$ cat config.mk
export PLATFORM = sky130hd
export DESIGN_NAME = wb_copy_master
export DESIGN_NICKNAME = d
export VERILOG_FILES = /design/src/rtl/wb_copy_master.sv
export SDC_FILE = /design/constraint.sdc
export NUM_CORES = 1
export LEC_CHECK = 0
export BUFFER_PORTS_ARGS = -buffer_cell sky130_fd_sc_hd__buf_4
export CELL_PAD_IN_SITES_DETAIL_PLACEMENT = 1
export CELL_PAD_IN_SITES_GLOBAL_PLACEMENT = 1
export CORE_MARGIN = 2
export CORE_UTILIZATION = 30
export CTS_CLUSTER_DIAMETER = 200
export CTS_CLUSTER_SIZE = 8
export DETAILED_ROUTE_END_ITERATION = 8
export PLACE_DENSITY_LB_ADDON = 0.1
export SYNTH_ARGS = -nofsm -noshare
export SYNTH_HDL_FRONTEND = slang
export SYNTH_SLANG_ARGS = --single-unit
$ cat constraint.sdc
create_clock -name clk_i -period 3.5 [get_ports clk_i]
set_input_delay 0.525 -clock clk_i [delete_from_list [all_inputs] [get_ports clk_i]]
set_output_delay 0.525 -clock clk_i [all_outputs]
set_load 0.05 [all_outputs]
$ cat src/rtl/wb_copy_master.sv
// Wishbone classic single-beat copy initiator: moves len_i 32-bit words
// from src_i to dst_i word addresses, one read then one write per word.
//
// Ports:
//   clk_i, rst_n_i            clock, synchronous active-low reset
//   start_i, src_i, dst_i,    command strobe and operands (sampled in IDLE)
//   len_i
//   busy_o, done_o, err_o     command status; err_o qualifies done_o
//   cyc_o, stb_o, we_o,       Wishbone initiator outputs
//   sel_o, adr_o, dat_o
//   dat_i, ack_i              Wishbone responder inputs
//
// Optional: define WB_COPY_TIMEOUT_EN to enable the ack watchdog
// (TIMEOUT cycles of unacknowledged strobe aborts the command with err_o).
module wb_copy_master #(
    parameter int AWIDTH  = 15,
    parameter int LWIDTH  = 16,
    parameter int TIMEOUT = 255
) (
    input  logic              clk_i,
    input  logic              rst_n_i,
    input  logic              start_i,
    input  logic [AWIDTH-1:0] src_i,
    input  logic [AWIDTH-1:0] dst_i,
    input  logic [LWIDTH-1:0] len_i,
    output logic              busy_o,
    output logic              done_o,
    output logic              err_o,
    output logic              cyc_o,
    output logic              stb_o,
    output logic              we_o,
    output logic [3:0]        sel_o,
    output logic [AWIDTH-1:0] adr_o,
    output logic [31:0]       dat_o,
    input  logic [31:0]       dat_i,
    input  logic              ack_i
);

    typedef enum logic [2:0] {
        S_IDLE,
        S_RD,
        S_RDG,
        S_WR,
        S_WRG,
        S_DONE
    } state_e;

    state_e state_q, state_d;

    logic [AWIDTH-1:0] src_q, src_d;
    logic [AWIDTH-1:0] dst_q, dst_d;
    logic [LWIDTH-1:0] cnt_q, cnt_d;
    logic [AWIDTH-1:0] adr_q, adr_d;
    logic [31:0]       dat_q, dat_d;
    logic busy_q, busy_d;
    logic done_q, done_d;
    logic err_q, err_d;
    logic cyc_q, cyc_d;
    logic stb_q, stb_d;
    logic we_q, we_d;

`ifdef WB_COPY_TIMEOUT_EN
    localparam int TW = (TIMEOUT < 2) ? 1 : $clog2(TIMEOUT + 1);
    localparam logic [TW-1:0] TMO_LAST = TW'(TIMEOUT - 1);

    logic [TW-1:0] tmo_q, tmo_d;
`else
    logic unused_timeout;
    assign unused_timeout = (TIMEOUT != 0);
`endif

    always_comb begin
        state_d = state_q;
        src_d   = src_q;
        dst_d   = dst_q;
        cnt_d   = cnt_q;
        dat_d   = dat_q;
        err_d   = 1'b0;
`ifdef WB_COPY_TIMEOUT_EN
        tmo_d   = tmo_q;
`endif

        unique case (state_q)
            S_IDLE: begin
                if (start_i) begin
                    src_d   = src_i;
                    dst_d   = dst_i;
                    cnt_d   = len_i;
                    state_d = (len_i == '0) ? S_DONE : S_RD;
                end
            end
            S_RD: begin
                if (ack_i) begin
                    dat_d   = dat_i;
                    state_d = S_RDG;
                end
`ifdef WB_COPY_TIMEOUT_EN
                else if (tmo_q == TMO_LAST) begin
                    state_d = S_DONE;
                    err_d   = 1'b1;
                end else begin
                    tmo_d = tmo_q + TW'(1);
                end
`endif
            end
            S_RDG: begin
                state_d = S_WR;
            end
            S_WR: begin
                if (ack_i) begin
                    state_d = S_WRG;
                end
`ifdef WB_COPY_TIMEOUT_EN
                else if (tmo_q == TMO_LAST) begin
                    state_d = S_DONE;
                    err_d   = 1'b1;
                end else begin
                    tmo_d = tmo_q + TW'(1);
                end
`endif
            end
            S_WRG: begin
                src_d   = src_q + AWIDTH'(1);
                dst_d   = dst_q + AWIDTH'(1);
                cnt_d   = cnt_q - LWIDTH'(1);
                state_d = (cnt_q == LWIDTH'(1)) ? S_DONE : S_RD;
            end
            S_DONE: begin
                state_d = S_IDLE;
            end
            default: begin
                state_d = S_IDLE;
            end
        endcase

`ifdef WB_COPY_TIMEOUT_EN
        // Watchdog restarts on every fresh strobe phase.
        if ((state_d == S_RD || state_d == S_WR) && state_d != state_q) begin
            tmo_d = '0;
        end
`endif

        // Outputs are derived from the next state so they are registered.
        cyc_d  = (state_d == S_RD) || (state_d == S_RDG) ||
                 (state_d == S_WR) || (state_d == S_WRG);
        stb_d  = (state_d == S_RD) || (state_d == S_WR);
        we_d   = (state_d == S_WR);
        busy_d = cyc_d;
        done_d = (state_d == S_DONE);
        if (state_d == S_RD) begin
            adr_d = src_d;
        end else if (state_d == S_WR) begin
            adr_d = dst_d;
        end else begin
            adr_d = adr_q;
        end
    end

    always_ff @(posedge clk_i) begin
        if (!rst_n_i) begin
            state_q <= S_IDLE;
            src_q   <= '0;
            dst_q   <= '0;
            cnt_q   <= '0;
            adr_q   <= '0;
            dat_q   <= '0;
            busy_q  <= 1'b0;
            done_q  <= 1'b0;
            err_q   <= 1'b0;
            cyc_q   <= 1'b0;
            stb_q   <= 1'b0;
            we_q    <= 1'b0;
`ifdef WB_COPY_TIMEOUT_EN
            tmo_q   <= '0;
`endif
        end else begin
            state_q <= state_d;
            src_q   <= src_d;
            dst_q   <= dst_d;
            cnt_q   <= cnt_d;
            adr_q   <= adr_d;
            dat_q   <= dat_d;
            busy_q  <= busy_d;
            done_q  <= done_d;
            err_q   <= err_d;
            cyc_q   <= cyc_d;
            stb_q   <= stb_d;
            we_q    <= we_d;
`ifdef WB_COPY_TIMEOUT_EN
            tmo_q   <= tmo_d;
`endif
        end
    end

    assign busy_o = busy_q;
    assign done_o = done_q;
    assign err_o  = err_q;
    assign cyc_o  = cyc_q;
    assign stb_o  = stb_q;
    assign we_o   = we_q;
    assign sel_o  = 4'hf;
    assign adr_o  = adr_q;
    assign dat_o  = dat_q;

endmodule

==> impl_metrics.sql <==
INSERT INTO impl_metrics (metric_group, metric, value, unit) VALUES
('outcome', 'outcome', 'complete, no violations', ''),
('sta', 'finalHoldViolCount', '0', ''),
('place', 'globalplace.congestion', '0.820', ''),
('global_route', 'via_count_of_the_first_global_routing_pass', '5375', ''),
('clock_tree', 'clock_sink_total', '100', ''),
('detailed_routing', 'drtIter0Drc', '308', ''),
('cells_and_area', 'nFillCells', '2007', ''),
('detailed_routing', 'routed_wl', '18900', 'microns'),
('synth', 'synth.yosys.seq_area_share', '39.6', '%'),
('detailed_routing', 'firstDrtPassIters', '4', ''),
('synth', 'synth_area_per_cell', '7.72', 'sq um'),
('cells_and_area', 'most_common_library_cell_in_the_layout_ignoring_fill_and_taps', 'sky130_fd_sc_hd__buf_4', ''),
('sta', 'worst_pin_slew', '0.905', 'ns'),
('floorplan', 'fp.dieArea', '17900', 'sq um'),
('floorplan', 'core_area', '16500', 'sq um'),
('worst_setup_path', 'critPathKind', 'flip-flop to flip-flop', ''),
('detailed_routing', 'avgRoutedWirePerCell', '19.1', 'microns'),
('clock_tree', 'buffers_inserted_during_post_cts_setup_optimization', '0', ''),
('detailed_routing', 'antenna_left', '0', ''),
('synth', 'post_synth_main_area_contributors', 'sky130_fd_sc_hd__dfxtp_1 40%, sky130_fd_sc_hd__a21oi_1 8.6%, sky130_fd_sc_hd__nand2_1 7.8%', ''),
('worst_setup_path', 'crit_required', '3.74', 'ns'),
('sta', 'finClkSkew', '0.00621', 'ns'),
('floorplan', 'std_cell_rows', '47', ''),
('detailed_routing', 'post_drt_via_cell_ratio', '5.38', ''),
('synth', 'synth.distinct_cells', '68', ''),
('synth', 'total_of_flip_flops_plus_latches_after_synthesis', '100', ''),
('sta', 'fmax', '377', 'MHz'),
('cells_and_area', 'layout.cell_area.non_filler', '6500', 'sq um'),
('cells_and_area', 'final_layout_size_suffix_gt1_share', '23.2', '%'),
('clock_tree', 'cts-root-buf', 'sky130_fd_sc_hd__clkbuf_16', ''),
('worst_setup_path', 'reg2regPathDepth', '5', ''),
('synth', 'yosys_warnings', '0', ''),
('cells_and_area', 'flow.area_growth_from_synthesis', '28.6', '%'),
('sta', 'final-max-slew-violation-count', '0', ''),
('place', 'dpl.hpwl', '13500', 'microns'),
('global_route', 'initial_antenna_violation_count', '0', ''),
('cells_and_area', 'most_frequent_cells_in_the_layout', '147 x sky130_fd_sc_hd__buf_4, 105 x sky130_fd_sc_hd__nand2_1, 100 x sky130_fd_sc_hd__dfxtp_1', ''),
('sta', 'final.hold.worst_slack', '0.411', 'ns'),
('synth', 'postSynth.topFlopCell', 'sky130_fd_sc_hd__dfxtp_1', ''),
('synth', 'synthDominantCellAreaShare', '39.6', '%'),
('pwr', 'leakage', '2.61', 'nW'),
('sta', 'rsz0062_at_grt', 'false', ''),
('clock_tree', 'cts_resized', '0', ''),
('synth', 'synth.cell_area', '5060', 'sq um'),
('sta', 'finalWorstPathRequiredPeriod', '2.65', 'ns'),
('cells_and_area', 'antenna_cells_inserted', '0', ''),
('floorplan', 'die_width', '134', 'microns'),
('synth', 'synth_top_area_cell', 'sky130_fd_sc_hd__dfxtp_1', ''),
('clock_tree', 'cts_tree', 'done', ''),
('global_route', 'first_pass_grt_wire_length', '29600', 'microns'),
('global_route', 'grt-ovfl-total', '0', ''),
('worst_setup_path', 'setup.worst_path.end_class', 'flip-flop', ''),
('run', 'maxCapViolCount', '0', ''),
('clock_tree', 'cts.reportedPaths.clkPinSlew', '0.07', 'ns'),
('global_route', 'grt_util_all_layers', '21.2', '%'),
('place', 'port_buffers', '133', ''),
('synth', 'postSynth.asyncResetShare', '0', '%'),
('clock_tree', 'cts-buffers-inserted', '9', ''),
('sta', 'slew_limit_headroom', '39.6', '%'),
('worst_setup_path', 'critical_path.max_fanout', '24', ''),
('detailed_routing', 'num_vias', '5311', ''),
('floorplan', 'num_io_pins', '139', ''),
('pwr', 'power.density', '479', 'nW/um^2'),
('floorplan', 'die_y', '134', 'microns'),
('floorplan', 'start_util', '30.6', '%'),
('hold_path', 'hold_path_class', 'input port to flip-flop', ''),
('clock_tree', 'htree_levels', '3', ''),
('synth', 'synth-edff-count', '0', ''),
('sta', 'finalSetupTns', '0', 'ns'),
('global_route', 'grt_start_max_net_pins', '50', ''),
('place', 'place_area', '6210', 'sq um');
Yosys cell counts, drive strengths merged (4+ instances only):
cell,number
and2,8
dfxtp,100
inv,10
and3,13
o22ai,7
a21oi,87
nand2,105
nand3,29
nor4,9
o21ai,21
ha,4
clkbuf,29
buf,25
or2,4
mux2i,9
nor2,69
nand4,5
or3,5
xor2,6
o221ai,20
a22oi,5
a221o,6
nor3,19
a31oi,5
routing by layer:
layer | track usage [%] | wire length [microns]
met1 | 27.6 | 8290
met2 | 35.0 | 9040
met3 | 5.48 | 1170
met4 | 5.79 | 361
met5 | 0 | 0
kinds of logic (layout without fill, tap and decap cells):
logic type               Yosys count  after routing  synth area share [%]
adder cells (fa/ha/maj)            4              4                 0.990
AO/OA/AOI/OAI                    185            185                  23.4
buffers and inverters             64            173                  5.64
flip-flops                       100            100                  39.6
multiplexers                       9              9                  1.78
AND/OR/NAND/NOR                  284            284                  27.3
other                              2              5                 0.148
XOR/XNOR                           7              7                  1.21
flip-flops by register name (all words and copies together), names as in the netlist:
| name | count |
|---|---|
| adr_o | 15 |
| cnt_q | 16 |
| cyc_o | 1 |
| dat_o | 32 |
| done_o | 1 |
| dst_q | 15 |
| src_q | 15 |
| state_q | 3 |
| stb_o | 1 |
| we_o | 1 |
metrics by stage:
stage / total power [mW] / util [%] / setup WS [ns] / instances
6_report: 3.12 / 39.4 / 0.850 / 987
5_1_grt: 3.27 / 39.4 / 0.642 / 987
4_1_cts: 3.16 / 39.4 / 0.833 / 987
3_5_place_dp: 2.10 / 37.6 / 0.755 / 971
3_3_place_gp: 2.08 / 37.6 / 0.802 / 971
2_1_floorplan: 1.82 / - / 1.37 / 658
worst paths after layout:
path	startpoint	endpoint	slack, ns
worst max-delay path	state_q[2]	adr_o[14]	0.85
worst min-delay path	dat_i[12]	dat_o[12]	0.41
worst max register to register	state_q[2]	adr_o[14]	0.85
worst min register to register	dat_o[17]	dat_o[17]	0.46
power by group:
part	switching, mW	internal (mW)
logic	0.464	0.269
clock network	0.479	0.565
registers	0.110	1.23
area by class of cell:
cell class / count / area, sq um / area share, %
sequential: 100 / 2000 / 30.8
timing repair buffer: 147 / 1100 / 17.0
multi-input combinational: 494 / 2790 / 42.9
clock inverter: 5 / 65.1 / 1.00
tap: 220 / 275 / 4.23
clock buffer: 11 / 233 / 3.58
inverter: 10 / 37.5 / 0.577
critical path: stages, from the launching register on:
cell	delay (ns)
sky130_fd_sc_hd__dfxtp_1	0.92
sky130_fd_sc_hd__nor3_1	0.09
sky130_fd_sc_hd__or3_1	0.39
sky130_fd_sc_hd__and3b_1	0.70
sky130_fd_sc_hd__nor3_4	0.09
sky130_fd_sc_hd__a221o_1	0.34
Power figures use the tool's default switching activity.
